File: src/rtl/instr_fetch_unit_if.sv
// Fetch unit bus: memory request/ack, decoder handshake, redirect.
// master = fetch unit side, slave = memory/decoder/branch side.
interface instr_fetch_unit_if #(
   parameter int ADDR_W = 8
);
   logic              run;
   logic              imem_req;
   logic [ADDR_W-1:0] imem_addr;
   logic              imem_ack;
   logic [31:0]       imem_data;
   logic [31:0]       op_code;
   logic              op_valid;
   logic              op_ready;
   logic              redirect;
   logic [ADDR_W-1:0] redirect_pc;
   logic [ADDR_W-1:0] fetch_pc;

   modport master (
      input  run, imem_ack, imem_data,
      input  op_ready, redirect, redirect_pc,
      output imem_req, imem_addr,
      output op_code, op_valid, fetch_pc
   );

   modport slave (
      output run, imem_ack, imem_data,
      output op_ready, redirect, redirect_pc,
      input  imem_req, imem_addr,
      input  op_code, op_valid, fetch_pc
   );
endinterface

File: src/rtl/instr_fetch_unit.sv
// Instruction fetch stage: PC, single-outstanding memory request,
// prefetch FIFO towards the decoder, and branch redirect flush.
module instr_fetch_unit #(
   parameter int ADDR_W = 8,
   parameter int DEPTH  = 2,
   parameter logic [ADDR_W-1:0] RESET_PC = '0
) (
   input  logic clk,
   input  logic rst_n,
   instr_fetch_unit_if.master bus
);

   localparam int PW = (DEPTH > 1) ? $clog2(DEPTH) : 1;
   localparam int CW = PW + 1;

   typedef enum logic [1:0] {
      S_IDLE,
      S_WAIT,
      S_DISCARD
   } state_t;

   state_t            state_q, state_d;
   logic              req_q, req_d;
   logic [ADDR_W-1:0] addr_q, addr_d;
   logic [ADDR_W-1:0] pc_q, pc_d;

   logic [31:0]       mem_q [DEPTH];
   logic [PW-1:0]     wptr_q, wptr_d;
   logic [PW-1:0]     rptr_q, rptr_d;
   logic [CW-1:0]     cnt_q, cnt_d;

   logic              ack;
   logic              issue;
   logic              push;
   logic              pop;
   logic              valid;

   assign valid = (cnt_q != '0);
   assign ack   = req_q && bus.imem_ack;
   assign pop   = valid && bus.op_ready && !bus.redirect;
   assign issue = (state_q == S_IDLE) && bus.run &&
                  !bus.redirect && (cnt_q < CW'(DEPTH));

   assign bus.imem_req  = req_q;
   assign bus.imem_addr = addr_q;
   assign bus.fetch_pc  = pc_q;
   assign bus.op_valid  = valid;
   assign bus.op_code   = valid ? mem_q[rptr_q] : '0;

   // Fetch FSM next state, request control and PC update.
   always_comb begin
      state_d = state_q;
      req_d   = req_q;
      addr_d  = addr_q;
      pc_d    = pc_q;
      push    = 1'b0;
      unique case (state_q)
         S_IDLE: begin
            if (issue) begin
               req_d   = 1'b1;
               addr_d  = pc_q;
               state_d = S_WAIT;
            end
         end
         S_WAIT: begin
            if (ack) begin
               req_d   = 1'b0;
               state_d = S_IDLE;
               if (!bus.redirect) begin
                  push = 1'b1;
                  pc_d = pc_q + ADDR_W'(1);
               end
            end else if (bus.redirect) begin
               state_d = S_DISCARD;
            end
         end
         S_DISCARD: begin
            if (ack) begin
               req_d   = 1'b0;
               state_d = S_IDLE;
            end
         end
         default: begin
            state_d = S_IDLE;
            req_d   = 1'b0;
         end
      endcase
      if (bus.redirect) begin
         pc_d = bus.redirect_pc;
      end
   end

   // Prefetch FIFO pointer and occupancy next state; redirect flushes.
   always_comb begin
      wptr_d = wptr_q;
      rptr_d = rptr_q;
      cnt_d  = cnt_q;
      if (bus.redirect) begin
         wptr_d = '0;
         rptr_d = '0;
         cnt_d  = '0;
      end else begin
         if (push) begin
            wptr_d = wptr_q + PW'(1);
         end
         if (pop) begin
            rptr_d = rptr_q + PW'(1);
         end
         cnt_d = cnt_q + CW'(push) - CW'(pop);
      end
   end

   // FSM, request and PC registers.
   always_ff @(posedge clk or negedge rst_n) begin
      if (!rst_n) begin
         state_q <= S_IDLE;
         req_q   <= 1'b0;
         addr_q  <= RESET_PC;
         pc_q    <= RESET_PC;
      end else begin
         state_q <= state_d;
         req_q   <= req_d;
         addr_q  <= addr_d;
         pc_q    <= pc_d;
      end
   end

   // FIFO pointers and occupancy.
   always_ff @(posedge clk or negedge rst_n) begin
      if (!rst_n) begin
         wptr_q <= '0;
         rptr_q <= '0;
         cnt_q  <= '0;
      end else begin
         wptr_q <= wptr_d;
         rptr_q <= rptr_d;
         cnt_q  <= cnt_d;
      end
   end

   // FIFO storage, written with the acked word.
   always_ff @(posedge clk or negedge rst_n) begin
      if (!rst_n) begin
         for (int i = 0; i < DEPTH; i++) begin
            mem_q[i] <= '0;
         end
      end else if (push) begin
         mem_q[wptr_q] <= bus.imem_data;
      end
   end

endmodule

File: src/flat_wrapper.sv
// flat-port wrapper written by rule: the top's interface ports become plain ports
module instr_fetch_unit_flat 
#(
   parameter int ADDR_W = 8,
   parameter int DEPTH  = 2,
   parameter logic [ADDR_W-1:0] RESET_PC = '0
)
  (clk, rst_n, bus_run, bus_imem_ack, bus_imem_data, bus_op_ready, bus_redirect, bus_redirect_pc, bus_imem_req, bus_imem_addr, bus_op_code, bus_op_valid, bus_fetch_pc);
  instr_fetch_unit_if #(.ADDR_W(ADDR_W)) bus_i ();
  input  logic clk;
  input  logic rst_n;
  input wire logic [$bits(bus_i.run)-1:0] bus_run;
  input wire logic [$bits(bus_i.imem_ack)-1:0] bus_imem_ack;
  input wire logic [$bits(bus_i.imem_data)-1:0] bus_imem_data;
  input wire logic [$bits(bus_i.op_ready)-1:0] bus_op_ready;
  input wire logic [$bits(bus_i.redirect)-1:0] bus_redirect;
  input wire logic [$bits(bus_i.redirect_pc)-1:0] bus_redirect_pc;
  output wire logic [$bits(bus_i.imem_req)-1:0] bus_imem_req;
  output wire logic [$bits(bus_i.imem_addr)-1:0] bus_imem_addr;
  output wire logic [$bits(bus_i.op_code)-1:0] bus_op_code;
  output wire logic [$bits(bus_i.op_valid)-1:0] bus_op_valid;
  output wire logic [$bits(bus_i.fetch_pc)-1:0] bus_fetch_pc;
  assign bus_i.run = bus_run;
  assign bus_i.imem_ack = bus_imem_ack;
  assign bus_i.imem_data = bus_imem_data;
  assign bus_i.op_ready = bus_op_ready;
  assign bus_i.redirect = bus_redirect;
  assign bus_i.redirect_pc = bus_redirect_pc;
  assign bus_imem_req = bus_i.imem_req;
  assign bus_imem_addr = bus_i.imem_addr;
  assign bus_op_code = bus_i.op_code;
  assign bus_op_valid = bus_i.op_valid;
  assign bus_fetch_pc = bus_i.fetch_pc;
  instr_fetch_unit #(.ADDR_W(ADDR_W), .DEPTH(DEPTH), .RESET_PC(RESET_PC)) u_core (.clk(clk), .rst_n(rst_n), .bus(bus_i));
endmodule
File: config.mk
export PLATFORM = sky130hd
export DESIGN_NAME = instr_fetch_unit_flat
export DESIGN_NICKNAME = d
export VERILOG_FILES = /design/src/rtl/instr_fetch_unit_if.sv /design/src/rtl/instr_fetch_unit.sv /design/src/flat_wrapper.sv
export SDC_FILE = /design/constraint.sdc
export NUM_CORES = 1
export LEC_CHECK = 0
export CAP_MARGIN = 20
export CELL_PAD_IN_SITES_DETAIL_PLACEMENT = 1
export CELL_PAD_IN_SITES_GLOBAL_PLACEMENT = 1
export CORE_MARGIN = 2
export CORE_UTILIZATION = 34
export CTS_CLUSTER_SIZE = 40
export DETAILED_ROUTE_END_ITERATION = 7
export PLACE_DENSITY_LB_ADDON = 0.1
export SLEW_MARGIN = 25
export SYNTH_ARGS = -nofsm -noshare
export SYNTH_HDL_FRONTEND = slang
export SYNTH_SLANG_ARGS = --single-unit
File: constraint.sdc
create_clock -name clk -period 2.3 [get_ports clk]
set_input_delay 0.345 -clock clk [delete_from_list [all_inputs] [get_ports clk]]
set_output_delay 0.345 -clock clk [all_outputs]
set_load 0.03 [all_outputs]
==> results of run 1 <==
==> area by class of cell <==
type / count / share of cell area
Timing Repair Buffer: 108 / 0.207
Inverter: 7 / 0.00477
Multi-Input combinational cell: 208 / 0.310
Clock buffer: 13 / 0.0472
Clock inverter: 3 / 0.00318
Tap cell: 143 / 0.0325
Sequential cell: 87 / 0.395
==> power groups by stage <==
stage | registers, W | clock network (W) | logic (W)
after global placement | 0.00159 | 0 | 0.000215
after floorplan | 0.00161 | 0 | 0.0000298
after CTS | 0.00156 | 0.00141 | 0.000218
after detailed placement | 0.00159 | 0 | 0.000216
final | 0.00156 | 0.00137 | 0.000212
after global routing | 0.00157 | 0.00147 | 0.000234
==> how the worst max path moves through the flow <==
| stage | from | to | cells past startpoint |
|---|---|---|---|
| 2_1_floorplan | u_core.cnt_q[1] | u_core.cnt_q[1] | 10 |
| 3_3_place_gp | bus_imem_ack | u_core.bus.fetch_pc[7] | 5 |
| 3_5_place_dp | bus_imem_ack | u_core.bus.fetch_pc[7] | 5 |
| 4_1_cts | u_core.rptr_q | bus_op_code[18] | 4 |
| 5_1_grt | u_core.cnt_q[1] | bus_op_code[5] | 4 |
| 6_report | u_core.cnt_q[1] | bus_op_code[5] | 4 |
==> sequential cells by signal, summed over array words and instances, names as in the netlist <==
register,flops
u_core.mem_q,64
u_core.bus.fetch_pc,8
u_core.bus.imem_addr,8
u_core.cnt_q,2
u_core.state_q,2
u_core.bus.imem_req,1
u_core.rptr_q,1
u_core.wptr_q,1
==> worst max-delay path: stages (launching register included) <==
cell and delay [ns]:
dfrtp_1 0.44, nor2_4 0.19, buf_12 0.22, nor2_1 0.07, clkdlybuf4s50_1 0.59
==> routing by layer <==
metal | global-route usage | vias up | routed length (um)
li1 | - | 1287 | -
met1 | 0.201 | 1383 | 4290
met2 | 0.246 | 68 | 4280
met3 | 0.0389 | 8 | 474
met4 | 0.0585 | 0 | 128
met5 | 0 | - | 0
==> cell usage after synthesis, drive strengths merged <==
master	instances
a21oi	2
a22oi	1
buf	9
clkbuf	8
dfrtp	87
ha	6
inv	7
mux2	72
mux2i	34
nand2	20
nand3	3
nand4	1
nor2	40
nor2b	3
nor3	2
nor4	1
o21ai	11
or4	2
xnor2	4
xor2	6
==> per-stage QoR <==
| step | hold slack [ns] | setup slack [ns] | power (W) | instances | instance area (sq um) |
|---|---|---|---|---|---|
| after floorplan | 0.0494 | 0.362 | 0.00164 | 319 | 3970 |
| after global placement | 0.390 | 0.119 | 0.00181 | 553 | 5200 |
| after detailed placement | 0.384 | 0.0887 | 0.00181 | 553 | 5200 |
| after CTS | 0.0300 | 0.0000149 | 0.00319 | 569 | 5470 |
| after global routing | 0.0583 | 0.0151 | 0.00327 | 569 | 5510 |
| final | 0.00366 | 0.102 | 0.00314 | 569 | 5510 |
==> kinds of logic after synthesis <==
group | count (synthesis) | share of synthesized area
DFF | 87 | 0.548
AOI/OAI and AO/OA | 14 | 0.0183
muxes | 106 | 0.290
xor gates and xnor gates | 10 | 0.0220
and+or+nand+nor | 72 | 0.0775
buffers and inverters | 24 | 0.0255
adders and majority gates | 6 | 0.0189
==> what timing repair did <==
item	in CTS	in global routing
buffers inserted	0	0
setup endpoints to repair	12	19
gates resized for setup	12	19
==> impl_metrics.ini, run 1 <==
[final_layout]
register_area_sq_um = 2180
fillers = 1224
postLayoutCoreUtil = 0.483
fin_nets = 473
multi_input_area_sq_um = 1710
area_delta_synth_final_pct = 38.8
final_common_cell = dfrtp_1
drive_above_1_share = 0.249
antenna-diode-count = 0
most-common-layout-cells = 86 x dfrtp_1, 72 x mux2_2, 63 x clkdlybuf4s50_1

[pwr]
power_frac_comb = 0.068
p_leak_nw = 2.84
p_switching_w = 0.000700
power_frac_clock = 0.435
intPower_w = 0.00244
powerDensity_nw_per_um2 = 570
ir_drop_uv = 280
p_sw_frac = 0.223
power_frac_seq = 0.498

[floorplanning]
fp.coreArea_sq_um = 11400
die_area_sq_um = 12600
ios = 96
start_util = 0.348
num_rows = 39
dieWidth_um = 112
die_height_um = 112

[timing]
period_share = 0.955
setup_tns_ns = 0
rsz0062_at_grt = no
finalMaxSlewViolations = 0
skew_ns = 0.00654
fin_crit_ns = 2.20
finalSetupViolCount = 0
max-slew-margin-rel = 0.612
tightestPinTransition_ns = 0.582
hold_viol_final = 0
max_freq_mhz = 455

[route]
viasPerCell = 4.83
firstDrtPassIters = 4
dr_total_vias = 2746
drt-total-wl_um = 9170
drtIter0Drc = 50
wl_per_cell_um = 16.1
drc = 0
ant_nets = 0

[critical_path]
reg2regPathDepth = 6
r2r-start = u_core.state_q[1]
r2r_end = u_core.bus.fetch_pc[7]
crit_type = reg2out
worstPathMaxFanout = 29
r2r_slack_ns = 0.34
cp-start-kind = flip-flop
cp.arrival_ns = 1.85
critical_path_required_ns = 1.96
crit_path_end_kind = primary output

[placement]
detailed_place_hpwl_um = 6240
io_buffers = 95
place.gp.congestion = 0.707

[clock_network]
cts_tree = yes
ctsHoldBuffers = 0
clockBufferDepth = 2
htree_levels = 3
clkTransAtPathRegs_ns = 0.06
cts_num_sinks = 87
numCtsBuffers = 9
clockRootBuffer = clkbuf_16
insertion_delay_ns = 0.34

[yosys]
syn_area_sq_um = 3970
synthesis.nets = 371
ys_types = 23
netlist.area_leader.share = 0.548
synth_cells = 319
ys_ff_latch = 87
synth_top_area_cell = dfrtp_1
ys_seq_area_frac = 0.548
yosys_warnings = 0
synth_area_leaders = dfrtp_1 55%, mux2_2 20%, mux2i_1 8.6%, nor2_1 3.8%, ha_1 1.9%
syn_area_per_cell_sq_um = 12.5

[global_route]
grt_pass1_vias = 2953
gr-total-overflow = 0
grtUsageTotal = 0.153
antenna_found_initial = 0
grt_pass1_wl_um = 15100
grt_max_degree = 47

[flow_run]
max_cap_viol_count = 0

[min_path]
hp-class = in2async

[outcome]
status = completed
Power figures use the tool's default switching activity.
==> run 2, diff against run 1 <==
- TNS_END_PERCENT: not set -> 20
==> results of run 2 <==
Same layout as run 1: the final DEF is identical, and so are final timing and power.
==> RTL edit 1: new RTL, flow settings as in run 2 <==
`ADDR_W` is set to 8 in 3 places; all go to 9.
--- a/src/rtl/instr_fetch_unit_if.sv
+++ b/src/rtl/instr_fetch_unit_if.sv
@@ -3,3 +3,3 @@
 interface instr_fetch_unit_if #(
-   parameter int ADDR_W = 8
+   parameter int ADDR_W = 9
 );
--- a/src/rtl/instr_fetch_unit.sv
+++ b/src/rtl/instr_fetch_unit.sv
@@ -3,3 +3,3 @@
 module instr_fetch_unit #(
-   parameter int ADDR_W = 8,
+   parameter int ADDR_W = 9,
    parameter int DEPTH  = 2,
--- a/src/flat_wrapper.sv
+++ b/src/flat_wrapper.sv
@@ -3,3 +3,3 @@
 #(
-   parameter int ADDR_W = 8,
+   parameter int ADDR_W = 9,
    parameter int DEPTH  = 2,
Ports: changed (resized bus_fetch_pc, bus_imem_addr and bus_redirect_pc); port bits go from 96 to 99. No check against the original RTL was run, so the function may have changed too.
==> RTL edit 1 against run 2 <==
Clock power up 7%; utilization is 0.57 points lower; setup slack lost 0.021 ns; synthesized area up 7.0%; power grew 4.8%; routed wire length rose by 6.1%; count of clock-buffer cells in the layout unchanged; clock skew shrank 0.0018 ns; register-to-register slack gained 0.09 ns; sequential power rose by 3%; design area is 4.8% higher; sequential cell count rose by 2; sequential share of layout area fell by 0.95 points.
==> RTL edit 1: results (changes against run 2) <==
outcome: "completed"
synth_area_leaders: "dfrtp_1 52%, mux2_2 11%, mux2_4 11%"
crit_end: "bus_op_code[23]"
dp_slack_ns: 0.182  # +0.0931 ns
whs_ns: 0.0464  # +0.0427 ns
cpPeakStageDelay_ns: 0.68  # +0.09 ns
syn_inst: 327  # +2.5%
grtUsageTotal_pct: 15.5  # +0.18 points
reg2reg_to: "u_core.mem_q[55]$_DFFE_PN0P_"
leakagePower_nw: 2.86  # +0.61%
crit_path_max_fanout: 33  # +14%
place.gp.congestion: 0.715  # +1.1%
synth_common_cells: "89 x dfrtp_1, 41 x mux2_2, 38 x nor2_1"
ir_worst_vdd_mv: 0.316  # +13%
routedWlPerCell_um: 16.3  # +0.96%
startpoint: "u_core.rptr_q$_DFFE_PN0P_"
cts_resized: 5  # -7
max-slew-margin-rel_pct: 55.9  # -5.4 points
grt_pass1_vias: 3175  # +7.5%
yosys.cell_types.count: 27  # +17%
port_buffers: 98  # +3.2%
layout-drive-gt1-share_pct: 23.3  # -1.6 points
drtPass1Iterations: 3  # -1
grt_first_pass_wirelength_um: 16200  # +6.7%
hpwl_um: 6470  # +3.6%
fin_nets: 479  # +1.3%
[RTL edit 1: per-layer routing]
layer	wire [µm]	global-route usage [%]	vias to the layer above
met4	69	3.57	0
met1	4530	20.7	1421
met2	4680	25.4	65
met5	0	0	-
met3	447	4.24	8
li1	-	-	1315
[RTL edit 1: layout make-up]
type                       instances  area (µm²)
clock buffer                      13         260
clock inverter                     2        37.5
fill                            1277        6330
inverter                           8        30.0
multi-input combinational        211        1870
sequential                        89        2230
tap                              168         210
timing repair buffer             107        1140
[RTL edit 1: logic make-up (layout without fill, tap and decap cells)]
group	after synthesis	in the layout	share of synthesized area (%)
flops	89	89	52.4
simple gates	71	71	7.92
fa+ha+maj	6	6	1.77
buf+inv	27	130	3.68
compound gates	15	15	1.77
xor+xnor	12	12	2.47
mux	107	107	30.0
[RTL edit 1: report_power, final]
| group | internal (W) | switching [W] |
|---|---|---|
| Sequential | 0.00158 | 0.0000246 |
| Combinational | 0.000112 | 0.000107 |
| Clock | 0.000896 | 0.000573 |
| Total | 0.00259 | 0.000704 |
==> RTL edit 2: new RTL, flow settings as in run 2 <==
Made on the original files. Encoding of `state_t`: now one-hot (3 bits for 3 states).
--- a/src/rtl/instr_fetch_unit.sv
+++ b/src/rtl/instr_fetch_unit.sv
@@ -15,6 +15,6 @@
 
-   typedef enum logic [1:0] {
-      S_IDLE,
-      S_WAIT,
-      S_DISCARD
+   typedef enum logic [2:0] {
+      S_IDLE    = 3'b001,
+      S_WAIT    = 3'b010,
+      S_DISCARD = 3'b100
    } state_t;
Function: no difference found for any inputs over 4 cycles, from zero or initial values and one cycle with rst_n low; so few cycles prove little.
==> RTL edit 2 against run 2 <==
Power is 1.2% higher; critical endpoint unchanged; count of clock-buffer cells in the layout is 2 lower; sequential cell count is 1 higher; clock power hardly changed; synthesized area is 3.5% higher; setup slack worse by 0.025 ns; routed wire length is 6.9% higher; critical path type unchanged; design area is 2.3% higher.
==> RTL edit 2: results (changes against run 2) <==
cts_resized: 5  # -7
buffer_area_share_pct: 20.4  # -0.27 points
grtUsageTotal_pct: 16.3  # +0.96 points
cpPeakStageDelay_ns: 0.68  # +0.09 ns
ir_worst_vdd_mv: 0.280  # about the same
inv_count: 6  # -1
r2r_slack_ns: 0.53  # +0.19 ns
crit_path_max_fanout: 15  # -48%
place.gp.congestion: 0.726  # +2.6%
clock_area_share_pct: 5.01  # -0.026 points
tightest_slew_ns: 0.612  # +0.0298 ns
leakagePower_nw: 2.91  # +2.2%
grt_first_pass_wirelength_um: 16600  # +9.8%
clkbuf_count: 11  # -2
seq_area_um2: 2200  # +1.2%
hpwl_um: 6740  # +7.9%
yosys.cell_types.count: 37  # +61%
layout-drive-gt1-share_pct: 15.4  # -9.5 points
wl_um: 9800  # +6.9%
multi_input_area_um2: 1800  # +5.0%
outcome: "completed"
grt_max_degree: 46  # -2.1%
cts_buffer_depth: 2  # unchanged
synth_fp_nets: 376  # +1.3%
skew_ns: 0.0106  # +0.00409 ns
arrival_ns: 1.88  # +0.03 ns
buffers: 109  # +0.93%
synth_common_cells: "87 x dfrtp_1, 44 x nor2_1, 42 x mux2_1"
r2r_start: "u_core.state_q[2]$_DFFE_PN0P_"
fin_nets: 479  # +1.3%
whs_ns: 0.00961  # +0.00595 ns
port_buffers: 95  # unchanged
grt_pass1_vias: 3339  # +13%
nFillCells: 1242  # +1.5%
reg2reg_depth: 3  # -3
seq_cells: 88  # +1.1%
synth_area_leaders: "dfrtp_1 53%, mux2_1 11%, mux2i_1 8.5%"
nMultiInputCombCells: 216  # +3.8%
ys_seq_area_share_pct: 53.6  # -1.2 points
drtIter0Drc: 78  # +56%
==> RTL edit 2: cell count changes in the layout (fill, tap and decap cells not counted), moves of 4 or more <==
cell,before,now
mux2_2,72,30
dlygate4sd2_1,12,5
nand2_1,18,4
nand3_1,3,7
clkdlybuf4s50_1,63,67
o21ai_0,11,5
a31oi_1,0,6
nor2_1,39,43
mux2_1,0,42
==> RTL edit 2: kinds of logic (layout without fill, tap and decap cells) <==
family	count (synthesis)	in the layout	synth area share, %
flip-flops	88	88	53.6
adder cells (fa/ha/maj)	3	3	0.913
buffers and inverters	23	131	2.83
multiplexers	107	107	28.2
AND/OR/NAND/NOR	81	81	10.4
XOR/XNOR	4	4	0.852
AO/OA/AOI/OAI	21	21	3.22
==> RTL edit 2: per-stage QoR <==
step / power, W / setup slack, ns / cell area [µm²] / util (%) / std cells
after floorplan: 0.00167 / 0.536 / 4110 / - / 327
after global placement: 0.00183 / 0.170 / 5310 / 44.6 / 566
final: 0.00318 / 0.0771 / 5640 / 47.4 / 582
after detailed placement: 0.00184 / 0.121 / 5310 / 44.6 / 566
after global routing: 0.00331 / 0.00461 / 5640 / 47.4 / 582
after CTS: 0.00323 / 0.00574 / 5590 / 46.9 / 582
==> RTL edit 2: worst register-to-register path, stage by stage (launching register included) <==
cell and delay (ns):
dfrtp_1 0.53, or3b_1 0.49, or4b_1 0.55, o311ai_1 0.10
==> RTL edit 2: report_power, final <==
| group | switching, W | internal (W) |
|---|---|---|
| clock network | 0.000607 | 0.000768 |
| logic | 0.000108 | 0.000112 |
| registers | 0.0000236 | 0.00156 |
==> RTL edit 2: per-layer routing <==
layer	share of wire [%]	GRT usage (%)	up-vias
met5	0	0	-
met1	45	20.9	1462
li1	-	-	1361
met2	50	27.7	68
met4	1.1	5.28	0
met3	4.1	3.13	12
